==> src/rtl/dma_pkg.sv <==
// rtl/dma_pkg.sv - shared types, field widths and helpers for the DMA request arbiter
//
// Purpose: arbitration-mode encodings, request field widths and the clamp
// that turns the programmed outstanding limit into the limit actually applied.
package dma_pkg;

  typedef enum logic {
    ARB_RR    = 1'b0,
    ARB_FIXED = 1'b1
  } arb_mode_e;

  localparam int unsigned ALEN_W = 8;
  localparam int unsigned SIZE_W = 3;

  // A programmed limit of 0, or one above the hard ceiling, falls back to the ceiling.
  function automatic int unsigned eff_max(input int unsigned cfg_max, input int unsigned hard_max);
    if (cfg_max == 0 || cfg_max > hard_max) begin
      return hard_max;
    end
    return cfg_max;
  endfunction

endpackage

==> src/rtl/dma_rr_pick.sv <==
// rtl/dma_rr_pick.sv - N-way priority picker with a rotating search base
//
// Purpose: picks one requester, searching upward from i_base with wrap-around
// (round-robin) or from index 0 (fixed priority, lowest index wins).
// Ports:
//   i_req    N-bit request vector
//   i_base   search start index (ignored in fixed mode)
//   i_mode   arbitration mode (arb_mode_e encoding)
//   o_grant  one-hot grant, zero when nothing requests
//   o_idx    encoded index of the granted requester
//   o_valid  1 when some requester was picked
module dma_rr_pick
  import dma_pkg::*;
#(
  parameter int N = 4,
  parameter int W = 2
) (
  input  logic [N-1:0] i_req,
  input  logic [W-1:0] i_base,
  input  logic         i_mode,
  output logic [N-1:0] o_grant,
  output logic [W-1:0] o_idx,
  output logic         o_valid
);

  logic [W-1:0]   w_start;
  logic [2*N-1:0] w_dbl;
  logic [N-1:0]   w_rot;

  always_comb begin
    w_start = (i_mode == ARB_FIXED) ? '0 : i_base;
    // Doubling the vector then shifting gives a rotation where bit k is
    // requester (start + k) mod N, so the lowest set bit is the winner.
    w_dbl   = {i_req, i_req} >> w_start;
    w_rot   = w_dbl[N-1:0];
    o_valid = 1'b0;
    o_idx   = '0;
    o_grant = '0;
    for (int off = N - 1; off >= 0; off--) begin
      if (w_rot[off]) begin
        o_valid = 1'b1;
        o_idx   = W'((int'(w_start) + off) % N);
      end
    end
    if (o_valid) begin
      o_grant[o_idx] = 1'b1;
    end
  end

endmodule

==> src/rtl/dma_req_arb.sv <==
// rtl/dma_req_arb.sv - multi-channel burst request arbiter with per-channel outstanding limit
//
// Purpose: merges NUM_CH channel request streams onto one AXI address port,
// tags each burst with its channel as the ID, and stops granting a channel
// once its issued-but-uncompleted bursts reach the effective limit.
// Ports:
//   clk, rst             clock, synchronous active-high reset
//   cfg_arb_mode         0 round-robin, 1 fixed priority
//   cfg_max_outs         per-channel outstanding limit (0 / too large = MAX_OUTS)
//   req_valid/req_ready  per-channel handshake; req_* fields flattened per channel
//   out_*                registered merged request (one slot)
//   cpl_valid, cpl_id    burst completion
//   ch_outs, ch_idle     per-channel outstanding counts and idle flags
//   proto_err(_clr)      sticky bad-completion flag and its clear
module dma_req_arb
  import dma_pkg::*;
#(
  parameter  int NUM_CH   = 4,
  parameter  int ADDR_W   = 32,
  parameter  int ID_W     = 4,
  parameter  int MAX_OUTS = 8,
  localparam int CH_W     = $clog2(NUM_CH),
  localparam int OUTS_W   = $clog2(MAX_OUTS + 1)
) (
  input  logic                       clk,
  input  logic                       rst,
  input  logic                       cfg_arb_mode,
  input  logic [OUTS_W-1:0]          cfg_max_outs,
  input  logic [NUM_CH-1:0]          req_valid,
  output logic [NUM_CH-1:0]          req_ready,
  input  logic [NUM_CH*ADDR_W-1:0]   req_addr,
  input  logic [NUM_CH*ALEN_W-1:0]   req_alen,
  input  logic [NUM_CH*SIZE_W-1:0]   req_size,
  output logic                       out_valid,
  input  logic                       out_ready,
  output logic [ADDR_W-1:0]          out_addr,
  output logic [ALEN_W-1:0]          out_alen,
  output logic [SIZE_W-1:0]          out_size,
  output logic [ID_W-1:0]            out_id,
  input  logic                       cpl_valid,
  input  logic [ID_W-1:0]            cpl_id,
  output logic [NUM_CH*OUTS_W-1:0]   ch_outs,
  output logic [NUM_CH-1:0]          ch_idle,
  output logic                       proto_err,
  input  logic                       proto_err_clr
);

  logic                r_valid;
  logic [ADDR_W-1:0]   r_addr;
  logic [ALEN_W-1:0]   r_alen;
  logic [SIZE_W-1:0]   r_size;
  logic [CH_W-1:0]     r_ch;
  logic [CH_W-1:0]     r_ptr;
  logic [OUTS_W-1:0]   r_outs [NUM_CH];
  logic                r_perr;

  logic [OUTS_W-1:0]   w_eff_max;
  logic [NUM_CH-1:0]   w_held;
  logic [OUTS_W:0]     w_pend [NUM_CH];
  logic [NUM_CH-1:0]   w_elig;
  logic [NUM_CH-1:0]   w_grant;
  logic [CH_W-1:0]     w_gidx;
  logic                w_gvalid;
  logic                w_can_load;
  logic                w_accept;
  logic                w_issue;
  logic [ADDR_W-1:0]   w_sel_addr;
  logic [ALEN_W-1:0]   w_sel_alen;
  logic [SIZE_W-1:0]   w_sel_size;
  logic [CH_W-1:0]     w_cpl_ch;
  logic                w_cpl_in_range;
  logic [NUM_CH-1:0]   w_inc;
  logic [NUM_CH-1:0]   w_dec;
  logic                w_cpl_bad;

  assign w_eff_max = OUTS_W'(eff_max(32'(cfg_max_outs), MAX_OUTS));

  // A request sitting in the slot has been granted but not yet counted, so it
  // counts against its channel's limit.
  always_comb begin
    for (int i = 0; i < NUM_CH; i++) begin
      w_held[i] = r_valid && (r_ch == CH_W'(i));
      w_pend[i] = (OUTS_W + 1)'(r_outs[i]) + (OUTS_W + 1)'(w_held[i]);
      w_elig[i] = req_valid[i] && (w_pend[i] < (OUTS_W + 1)'(w_eff_max));
    end
  end

  dma_rr_pick #(
    .N (NUM_CH),
    .W (CH_W)
  ) u_pick (
    .i_req   (w_elig),
    .i_base  (r_ptr),
    .i_mode  (cfg_arb_mode),
    .o_grant (w_grant),
    .o_idx   (w_gidx),
    .o_valid (w_gvalid)
  );

  assign w_can_load = !r_valid || out_ready;
  assign req_ready  = (w_can_load && !rst) ? w_grant : '0;
  assign w_accept   = w_gvalid && w_can_load && !rst;
  assign w_issue    = r_valid && out_ready;

  always_comb begin
    w_sel_addr = '0;
    w_sel_alen = '0;
    w_sel_size = '0;
    for (int i = 0; i < NUM_CH; i++) begin
      if (w_grant[i]) begin
        w_sel_addr = req_addr[i*ADDR_W +: ADDR_W];
        w_sel_alen = req_alen[i*ALEN_W +: ALEN_W];
        w_sel_size = req_size[i*SIZE_W +: SIZE_W];
      end
    end
  end

  always_ff @(posedge clk) begin
    if (rst) begin
      r_valid <= 1'b0;
      r_addr  <= '0;
      r_alen  <= '0;
      r_size  <= '0;
      r_ch    <= '0;
      r_ptr   <= '0;
    end else begin
      if (w_accept) begin
        r_valid <= 1'b1;
        r_addr  <= w_sel_addr;
        r_alen  <= w_sel_alen;
        r_size  <= w_sel_size;
        r_ch    <= w_gidx;
        r_ptr   <= (w_gidx == CH_W'(NUM_CH - 1)) ? '0 : w_gidx + CH_W'(1);
      end else if (out_ready) begin
        r_valid <= 1'b0;
      end
    end
  end

  assign w_cpl_ch       = cpl_id[CH_W-1:0];
  assign w_cpl_in_range = (32'(cpl_id) < 32'(NUM_CH));

  always_comb begin
    for (int i = 0; i < NUM_CH; i++) begin
      w_inc[i] = w_issue && (r_ch == CH_W'(i)) && (r_outs[i] != OUTS_W'(MAX_OUTS));
      w_dec[i] = cpl_valid && w_cpl_in_range && (w_cpl_ch == CH_W'(i)) && (r_outs[i] != '0);
    end
    // A valid completion that decrements nothing was out of range or hit a zero count.
    w_cpl_bad = cpl_valid && !(|w_dec);
  end

  always_ff @(posedge clk) begin
    if (rst) begin
      for (int i = 0; i < NUM_CH; i++) begin
        r_outs[i] <= '0;
      end
    end else begin
      for (int i = 0; i < NUM_CH; i++) begin
        if (w_inc[i] && !w_dec[i]) begin
          r_outs[i] <= r_outs[i] + OUTS_W'(1);
        end else if (w_dec[i] && !w_inc[i]) begin
          r_outs[i] <= r_outs[i] - OUTS_W'(1);
        end
      end
    end
  end

  always_ff @(posedge clk) begin
    if (rst) begin
      r_perr <= 1'b0;
    end else if (w_cpl_bad) begin
      r_perr <= 1'b1;
    end else if (proto_err_clr) begin
      r_perr <= 1'b0;
    end
  end

  assign out_valid = r_valid;
  assign out_addr  = r_addr;
  assign out_alen  = r_alen;
  assign out_size  = r_size;
  assign out_id    = ID_W'(r_ch);
  assign proto_err = r_perr;

  always_comb begin
    for (int i = 0; i < NUM_CH; i++) begin
      ch_outs[i*OUTS_W +: OUTS_W] = r_outs[i];
      ch_idle[i]                  = (r_outs[i] == '0) && !w_held[i];
    end
  end

endmodule

==> config.mk <==
export PLATFORM = sky130hd
export DESIGN_NAME = dma_req_arb
export DESIGN_NICKNAME = d
export VERILOG_FILES = /design/src/rtl/dma_pkg.sv /design/src/rtl/dma_rr_pick.sv /design/src/rtl/dma_req_arb.sv
export SDC_FILE = /design/constraint.sdc
export NUM_CORES = 1
export LEC_CHECK = 0
export ABC_AREA = 1
export BUFFER_PORTS_ARGS = -buffer_cell sky130_fd_sc_hd__clkbuf_2
export CORE_MARGIN = 3
export CORE_UTILIZATION = 49
export CTS_CLUSTER_SIZE = 8
export DETAILED_ROUTE_END_ITERATION = 8
export PLACE_DENSITY = 0.82
export SETUP_SLACK_MARGIN = 0.15
export SLEW_MARGIN = 20
export SYNTH_ARGS = -nofsm -noshare
export SYNTH_HDL_FRONTEND = slang
export SYNTH_SLANG_ARGS = --single-unit
==> constraint.sdc <==
create_clock -name clk -period 4.8 [get_ports clk]
set_input_delay 0.96 -clock clk [delete_from_list [all_inputs] [get_ports clk]]
set_output_delay 0.96 -clock clk [all_outputs]
set_load 0.02 [all_outputs]
==> key figures, run 1 <==
STA
  • Relative slew slack: 49.3%
  • Setup_tns: 0 ns
  • Endpoints failing setup: 0
  • Unrepaired setup endpoints after global routing: no
  • Final hold violation count: 0
  • Post-layout min period: around 4.5 ns
  • Tightest Pin Transition: about 0.76 ns
  • Period utilization: 92.7%
  • Maximum operating frequency: between 200 and 250 MHz
  • Max Transition Viols Final: 0
  • Skew final: roughly 0.0084 ns

Logic synthesis
  • Post-synthesis mux area share: 0%
  • Avg Inst Size Synth: ~6.6 um2
  • Arithmetic-cell share of the synthesized area counting full adders, half adders and majority gates: 7.51%
  • Sequential fraction of the synthesis area: between 20% and 30%
  • Number of distinct library cells after synthesis: 38
  • XOR/XNOR share of the synthesized area: under 10%
  • Fraction of the mapped netlist area in compound gates: between 8 and 9%
  • Synth Warn #: 0
  • Share of the synthesized area in the top cell type: between 10% and 20%
  • Dominant cells by area after synthesis: nand3_1, dfxtp_1, nand2_1
  • Cell taking the most area after synthesis: nand3_1
  • Number of synthesized register bits: 65
  • Combinational family with the most area after synthesis: simple AND/OR/NAND/NOR gates
  • Post-Synth Simple-Gate Area: 43.7%
  • Synth Instances: approximately 940
  • Synth Cell Area: about 6000 um2

Clocking
  • Clock tree from TritonCTS: built
  • CTS H-tree lvls: 3
  • Cell at the root of the clock tree: clkbuf_16
  • Clock network latency to the later pin of the worst-skew pair: 0.33 ns
  • Bufs on Longest Clock Path: 2
  • Total CTS buffers: 9
  • Clock-pin slew of the registers on the worst-case setup and hold paths: around 0.060 ns
  • CTS sink count: 65

Setup path
  • Largest fanout of any net on the critical path: 5
  • Type of the worst setup path: reg -> out
  • Slowest cell on the critical path: dfxtp_4
  • Startpoint of the lowest-slack register-to-register path: r_ch[1]
  • Data arrival at the endpoint of the critical path: 3.49 ns
  • Data required, critical path: about 3.8 ns
  • Launching element type of the critical path: flip-flop
  • Worst-path cell chain: inv_2 -> nor3_4 -> ha_2 -> ha_1 -> xor2_1 -> ha_1 -> nand3_1 -> nor2_1 -> nor2_2 -> nand3_1 -> nand2_1 -> nand2_1 -> nand2_2 -> inv_1 -> o21ai_2 -> inv_1 -> a21boi_4 -> ha_2 -> nand2_4 -> nor3_2 -> buf_4
  • Setup crit end kind: output port
  • Launching instance or port of the critical path: r_ch[1]
  • Worst path max stage delay: between 0.3 and 0.4 ns

Global route
  • Total overflow reported by the global router: 0
  • Number of antenna violations at the first check in global routing: 0
  • GRT Total Usage: a little over a quarter
  • Number of global-route vias before repair: approximately 6300
  • Maximum number of pins on one net before global-route repair: 74
  • First-pass GRT wire length: 30.5 mm

Route
  • DRC: 0
  • Total vias in the final route: a little under 7000
  • Final WL: just under 20 mm
  • Final routed wire length divided by cell count: about 15 um
  • Pre-Repair DR Iteration Count: 6
  • Routed via count divided by cell count: around 5.2
  • Remaining number of nets flagged by the antenna check after routing: 0
  • First-iteration detailed-routing DRC count: between 500 and 600

Worst hold path
  • Type of the tightest min-delay check: reg -> reg
  • HP Start: out_addr[8]

Placement
  • Port-buffer cells: 260
  • Post-DP Area: roughly 7300 um2
  • Placed Instances: ~1300
  • Total half-perimeter wirelength after legalization and detailed placement: roughly 15 mm
  • Routability Congestion: between 0.9 and 1

Die
  • Site row count: 40
  • Horizontal die dimension: roughly 120 um
  • Top Ports: between 200 and 300
  • Die Ht: roughly 120 um
  • Starting utilization of the core area: just over 50%
  • Core area: 12100 um2
  • Die outline area: between 10000 and 15000 um2

Cells and area
  • Non-Filler Instances: between 1000 and 1500
  • Total inserted antenna cells: 0
  • Final cell utilization of the core: approximately 64%
  • Number of nets in the final layout: approximately 1400
  • Growth of design area from synthesis to finish: 26.4%
  • Share of final-layout standard cells stronger than drive strength 1: between 30 and 40%
  • Fin area: 7750 um2

Run status
  • Run status: finished clean

Pwr
  • Power, Total: 0.00376 W
  • PD cells: between 400 and 500 nW/um2
  • Cell leakage power: ~4.1 nW
  • Max VDD drop: approximately 0.00026 V

Job
  • Max Cap Violations: 0
==> through the flow <==
| step | setup slack, ns | hold WS, ns |
|---|---|---|
| 2_1_floorplan | 0.226 | 0.446 |
| 3_3_place_gp | 0.160 | 0.454 |
| 3_5_place_dp | 0.0476 | 0.461 |
| 4_1_cts | 0.162 | 0.469 |
| 5_1_grt | 0.118 | 0.481 |
| 6_report | 0.350 | 0.470 |
==> sequential cells by signal, indices dropped and copies added (netlist names) <==
signal / count
r_ch: 2
r_outs: 16
out_valid: 1
proto_err: 1
r_ptr: 2
out_addr: 32
out_size: 3
out_alen: 8
==> layout by cell type, fill, tap and decap left out, types with 17 or more instances in the layout <==
cell type,count
clkbuf_2,258
nand3_1,216
nand2_1,169
inv_1,81
nor2_1,66
dfxtp_1,46
a21oi_1,41
or2_1,34
nand3b_1,29
inv_2,28
a21oi_2,27
ha_1,25
xor2_1,19
buf_4,17
==> layout make-up <==
cell class / count / area [um2]
clock buffers: 9 / 225
inverters: 109 / 409
well taps: 168 / 210
fillers: 1187 / 4360
repair buffers: 275 / 1420
flip-flops and latches: 65 / 1470
multi-input cells: 698 / 3960
clock inverters: 7 / 55.1
==> critical path: cells and delay by family, from the launching register on <==
kind,cells,cell delay (ns)
compound gates,2,0.27
xor+xnor,1,0.21
buf+inv,4,0.39
simple gates,10,0.98
fa+ha+maj,4,0.92
flops,1,0.38
==> final timing paths <==
| kind | end | slack [ns] | cells after the start |
|---|---|---|---|
| worst min register to register | out_addr[8] | 0.47 | 2 |
| worst min-delay path | out_addr[8] | 0.47 | 2 |
| worst max register to register | out_addr[0] | 0.82 | 27 |
| worst max-delay path | req_ready[3] | 0.35 | 21 |
==> cells in the mapped netlist (all sizes together) <==
cell type  number
nand3         219
nand2         180
inv           109
nor2           75
a21oi          68
dfxtp          49
or2            44
buf            41
ha             32
nand3b         29
clkbuf         23
xor2           19
edfxtp         16
nand4           8
o21ai           5
nor3            4
a311oi          3
fa              3
o22ai           2
xnor2           2
a21boi          1
conb            1
nor4            1
o2111ai         1
==> repair_timing <==
item	in CTS	in global routing
gates resized for setup	5	37
hold buffers	0	0
endpoints found under the setup margin	4	5
buffers inserted	0	4
pin swaps	0	12
==> power by group <==
part / switching (W) / internal, W / total (W)
sequential: 0.000120 / 0.000760 / 0.000880
combinational: 0.00150 / 0.000772 / 0.00227
clock: 0.000262 / 0.000354 / 0.000616
==> cells by family after synthesis <==
kind of cell / Yosys count
fa+ha+maj: 35
simple gates: 560
compound gates: 80
flops: 65
other cells: 1
buf+inv: 173
xor+xnor: 21
==> metal layers <==
layer  vias up  wire (um)  global-route usage (%)
met2       307       9330                    44.5
met1      3099       7900                    33.7
met5         -          0                       0
met3        44       1570                    6.44
li1       3491          -                       -
met4         0        607                    9.30
(Power assumes the default switching activity.)
==> run 2: changes to the inputs <==
--- a/config.mk
+++ b/config.mk
@@ -8,12 +8,13 @@
 export ABC_AREA = 1
 export BUFFER_PORTS_ARGS = -buffer_cell sky130_fd_sc_hd__clkbuf_2
 export CORE_MARGIN = 3
-export CORE_UTILIZATION = 49
+export CORE_UTILIZATION = 47
 export CTS_CLUSTER_SIZE = 8
 export DETAILED_ROUTE_END_ITERATION = 8
-export PLACE_DENSITY = 0.82
+export PLACE_DENSITY = 0.9
 export SETUP_SLACK_MARGIN = 0.15
 export SLEW_MARGIN = 20
 export SYNTH_ARGS = -nofsm -noshare
 export SYNTH_HDL_FRONTEND = slang
+export SYNTH_HIERARCHICAL = 1
 export SYNTH_SLANG_ARGS = --single-unit
==> run 2 against run 1 <==
  * Final area shrank 10%
  * Non-clock buffer count shrank 7
  * Setup slack gained 0.012 ns
  * Sequential power grew 4.8%
  * Routed wire length shrank 6.0%
  * Via count shrank 6.6%
  * Register-to-register slack lost 0.28 ns
  * Critical path type unchanged
  * Largest cell class unchanged
==> key figures, run 2 <==
STA
  • Unrepaired setup endpoints after global routing: no
  • Final hold violation count: 0 (unchanged)
  • Post-layout min period: 4.44 ns (-0.0115 ns)
  • Period utilization: 92.5% (-0.24 points)
  • Max Transition Viols Final: 0 (unchanged)
  • Setup_tns: 0 ns (unchanged)
  • Fin Hold WS: 0.462 ns (-0.00847 ns)
  • Relative slew slack: 33.8% (-15 points)
  • Tightest Pin Transition: 0.991 ns (+0.230 ns)
  • Endpoints failing setup: 0 (unchanged)
  • Skew final: 0.00912 ns (+0.000765 ns)
  • Worst setup margin: 0.361 ns (+0.0115 ns)
  • Maximum operating frequency: 225 MHz (+0.26%)

Logic synthesis
  • Cell taking the most area after synthesis: dfxtp_1
  • Dominant cells by area after synthesis: dfxtp_1, nand2_1, edfxtp_1
  • Avg Inst Size Synth: 6.60 um2 (+0.69%)
  • Share of flip-flops with an asynchronous set or reset: 0% (unchanged)
  • Share of the synthesized area in the top cell type: 18.5% (+0.66 points)
  • Synth Warn #: 6 (+6)
  • Top cells by count, synth: nand2_1, nand3_1, a21oi_1, inv_1, dfxtp_1
  • Synth Instances: 805 (-14%)
  • Most frequent cell after synthesis: nand2_1
  • Number of synthesized register bits: 65 (unchanged)
  • Number of distinct library cells after synthesis: 36 (-5.3%)
  • Top_reg_cell synth: dfxtp_1
  • Sequential fraction of the synthesis area: 27.5% (+3.7 points)
  • Synth Cell Area: 5320 um2 (-13%)
  • Number of enable flip-flop cells after synthesis: 16 (unchanged)

Job
  • Max Cap Violations: 0 (unchanged)

Route
  • First-iteration detailed-routing DRC count: 659 (+29%)
  • Total vias in the final route: 6480 (-6.6%)
  • Final routed wire length divided by cell count: 15.4 um (+5.8%)
  • Pre-Repair DR Iteration Count: 7 (+1)
  • Final WL: 18.2 mm (-6.0%)
  • DRC: 0 (unchanged)
  • Routed via count divided by cell count: 5.48 (+5.0%)
  • Remaining number of nets flagged by the antenna check after routing: 0 (unchanged)

Clocking
  • Total CTS buffers: 9 (unchanged)
  • Clock tree from TritonCTS: built
  • Number of hold buffers added after cts: 0 (unchanged)
  • CTS H-tree lvls: 3 (unchanged)
  • Clock-pin slew of the registers on the worst-case setup and hold paths: 0.06 ns (about the same)
  • Bufs on Longest Clock Path: 2 (unchanged)
  • Cell at the root of the clock tree: clkbuf_16
  • Clock network latency to the later pin of the worst-skew pair: 0.32 ns (about the same)
  • CTS sink count: 65 (unchanged)

Setup path
  • Worst path max stage delay: 0.40 ns (+0.02 ns)
  • Largest fanout of any net on the critical path: 6 (+1)
  • Data arrival at the endpoint of the critical path: 3.48 ns (about the same)
  • Bufs and invs on worst path: 5 (+1)
  • Slowest cell on the critical path: dfxtp_4
  • Type of the worst setup path: reg -> out
  • Setup crit end kind: output port
  • Worst-path cell chain: inv_2 -> nor3_2 -> ha_1 -> ha_1 -> xor2_1 -> ha_1 -> nand4_1 -> nand4_1 -> a21oi_2 -> inv_1 -> nand2_2 -> nand3_2 -> nand2_1 -> inv_2 -> nand2_1 -> nand2_1 -> nand2_2 -> nand2_2 -> nor2_2 -> inv_1 -> nor2_1 -> clkbuf_2
  • Data required, critical path: 3.84 ns (about the same)
  • Launching element type of the critical path: flip-flop
  • Cell family with most CP delay: simple AND/OR/NAND/NOR gates

Global route
  • Number of antenna violations at the first check in global routing: 1 (+1)
  • GRT Total Usage: 27.5% (+0.81 points)
  • Maximum number of pins on one net before global-route repair: 87 (+18%)
  • Number of global-route vias before repair: 5840 (-6.9%)
  • Total overflow reported by the global router: 0 (unchanged)
  • First-pass GRT wire length: 28.4 mm (-7.0%)

Pwr
  • PD cells: 583 nW/um2 (+20%)
  • Max VDD drop: 0.000342 V (+30%)
  • Cell leakage power: 3.89 nW (-6.2%)

Placement
  • Pre-CTS setup slack: 0.280 ns (+0.232 ns)
  • Port-buffer cells: 260 (unchanged)
  • Routability Congestion: 0.933 (+2.8%)
  • Total half-perimeter wirelength after legalization and detailed placement: 13.8 mm (-5.6%)

Die
  • Core area: 10900 um2 (-9.7%)
  • Top Ports: 263 (unchanged)
  • Die Ht: 112 um (-4.7%)
  • Site row count: 38 (-5.0%)
  • Starting utilization of the core area: 48.6% (-2.0 points)
  • Die outline area: 12600 um2 (-9.1%)
  • Horizontal die dimension: 112 um (-4.7%)

Cells and area
  • Commonest non-fill, non-tap cells in the layout: clkbuf_2, nand2_1, nand3_1
  • Number of nets in the final layout: 1260 (-8.9%)
  • Growth of design area from synthesis to finish: 30.7%
  • Number of flip-flops in the largest register: 32 (unchanged)
  • Fill cell instance count of the final layout: 1019 (-14%)
  • Share of final-layout standard cells stronger than drive strength 1: 32.4% (-1.5 points)
  • Most frequent standard cell in the layout excluding fill and tap cells: clkbuf_2
  • Total inserted antenna cells: 0 (unchanged)

Run status
  • Run status: finished clean

Worst hold path
  • Type of the tightest min-delay check: reg -> reg
-- run 2: worst min-delay path, delay by kind of cell, from the launching register on --
kind,cells,cell delay (ns)
flip-flops,1,0.31
AND/OR/NAND/NOR,1,0.06
AO/OA/AOI/OAI,1,0.05
-- run 2: per-layer routing --
metal  vias to the layer above  global-route usage, %  routed length, um
li1                       3166                      -                  -
met1                      2947                   34.5               7130
met2                       322                   46.7               9210
met3                        43                   5.88               1380
met4                         2                   9.78                505
met5                         -                      0                 13
-- run 2: path summary, 6_finish.rpt --
kind                       end  startpoint  cells after the start  slack, ns
setup / recovery  req_ready[0]     r_ch[0]                     22       0.36
hold / removal       proto_err   proto_err                      2       0.46
setup reg to reg  out_addr[18]     r_ch[0]                     27       0.54
hold reg to reg      proto_err   proto_err                      2       0.46
-- run 2: area by class of cell --
type	count	area [um2]	area share, %
clock buffers	12	258	3.71
well taps	140	175	2.52
inverters	63	238	3.42
repair buffers	268	1370	19.7
flip-flops and latches	65	1470	21.2
clock inverters	4	25.0	0.360
multi-input cells	631	3410	49.1
-- run 2: per-stage QoR --
step                      utilization, %  power [W]  std cells  area [um2]
final                               63.5    0.00405       1183        6950
after global routing                63.5    0.00443       1183        6950
after CTS                           62.9    0.00402       1182        6870
after detailed placement            60.2    0.00338       1166        6590
after global placement              60.2    0.00334       1166        6590
after floorplan                        -    0.00274        806        5320
-- run 2: kinds of logic (layout without fill, tap and decap cells) --
kind of cell | count (synthesis) | count (layout) | share of synthesized area (%)
XOR/XNOR | 17 | 17 | 2.80
adder cells (fa/ha/maj) | 32 | 32 | 7.96
flip-flops | 65 | 65 | 27.5
buffers and inverters | 110 | 347 | 9.75
AND/OR/NAND/NOR | 419 | 419 | 34.0
other | 1 | 2 | 0.0706
AO/OA/AOI/OAI | 161 | 161 | 17.9
-- run 2: what timing repair did --
action | in CTS | in global routing
resized for setup | 2 | 22
pin swaps | 0 | 1
buffers inserted | 0 | 1
hold endpoints to repair | 0 | 0
endpoints found under the setup margin | 2 | 47
gates cloned | 0 | 0
-- run 2: power breakdown --
part / total (W) / internal (W) / switching, W
sequential: 0.000922 / 0.000778 / 0.000144
clock: 0.000621 / 0.000381 / 0.000241
combinational: 0.00251 / 0.000849 / 0.00166
total: 0.00405 / 0.00201 / 0.00204
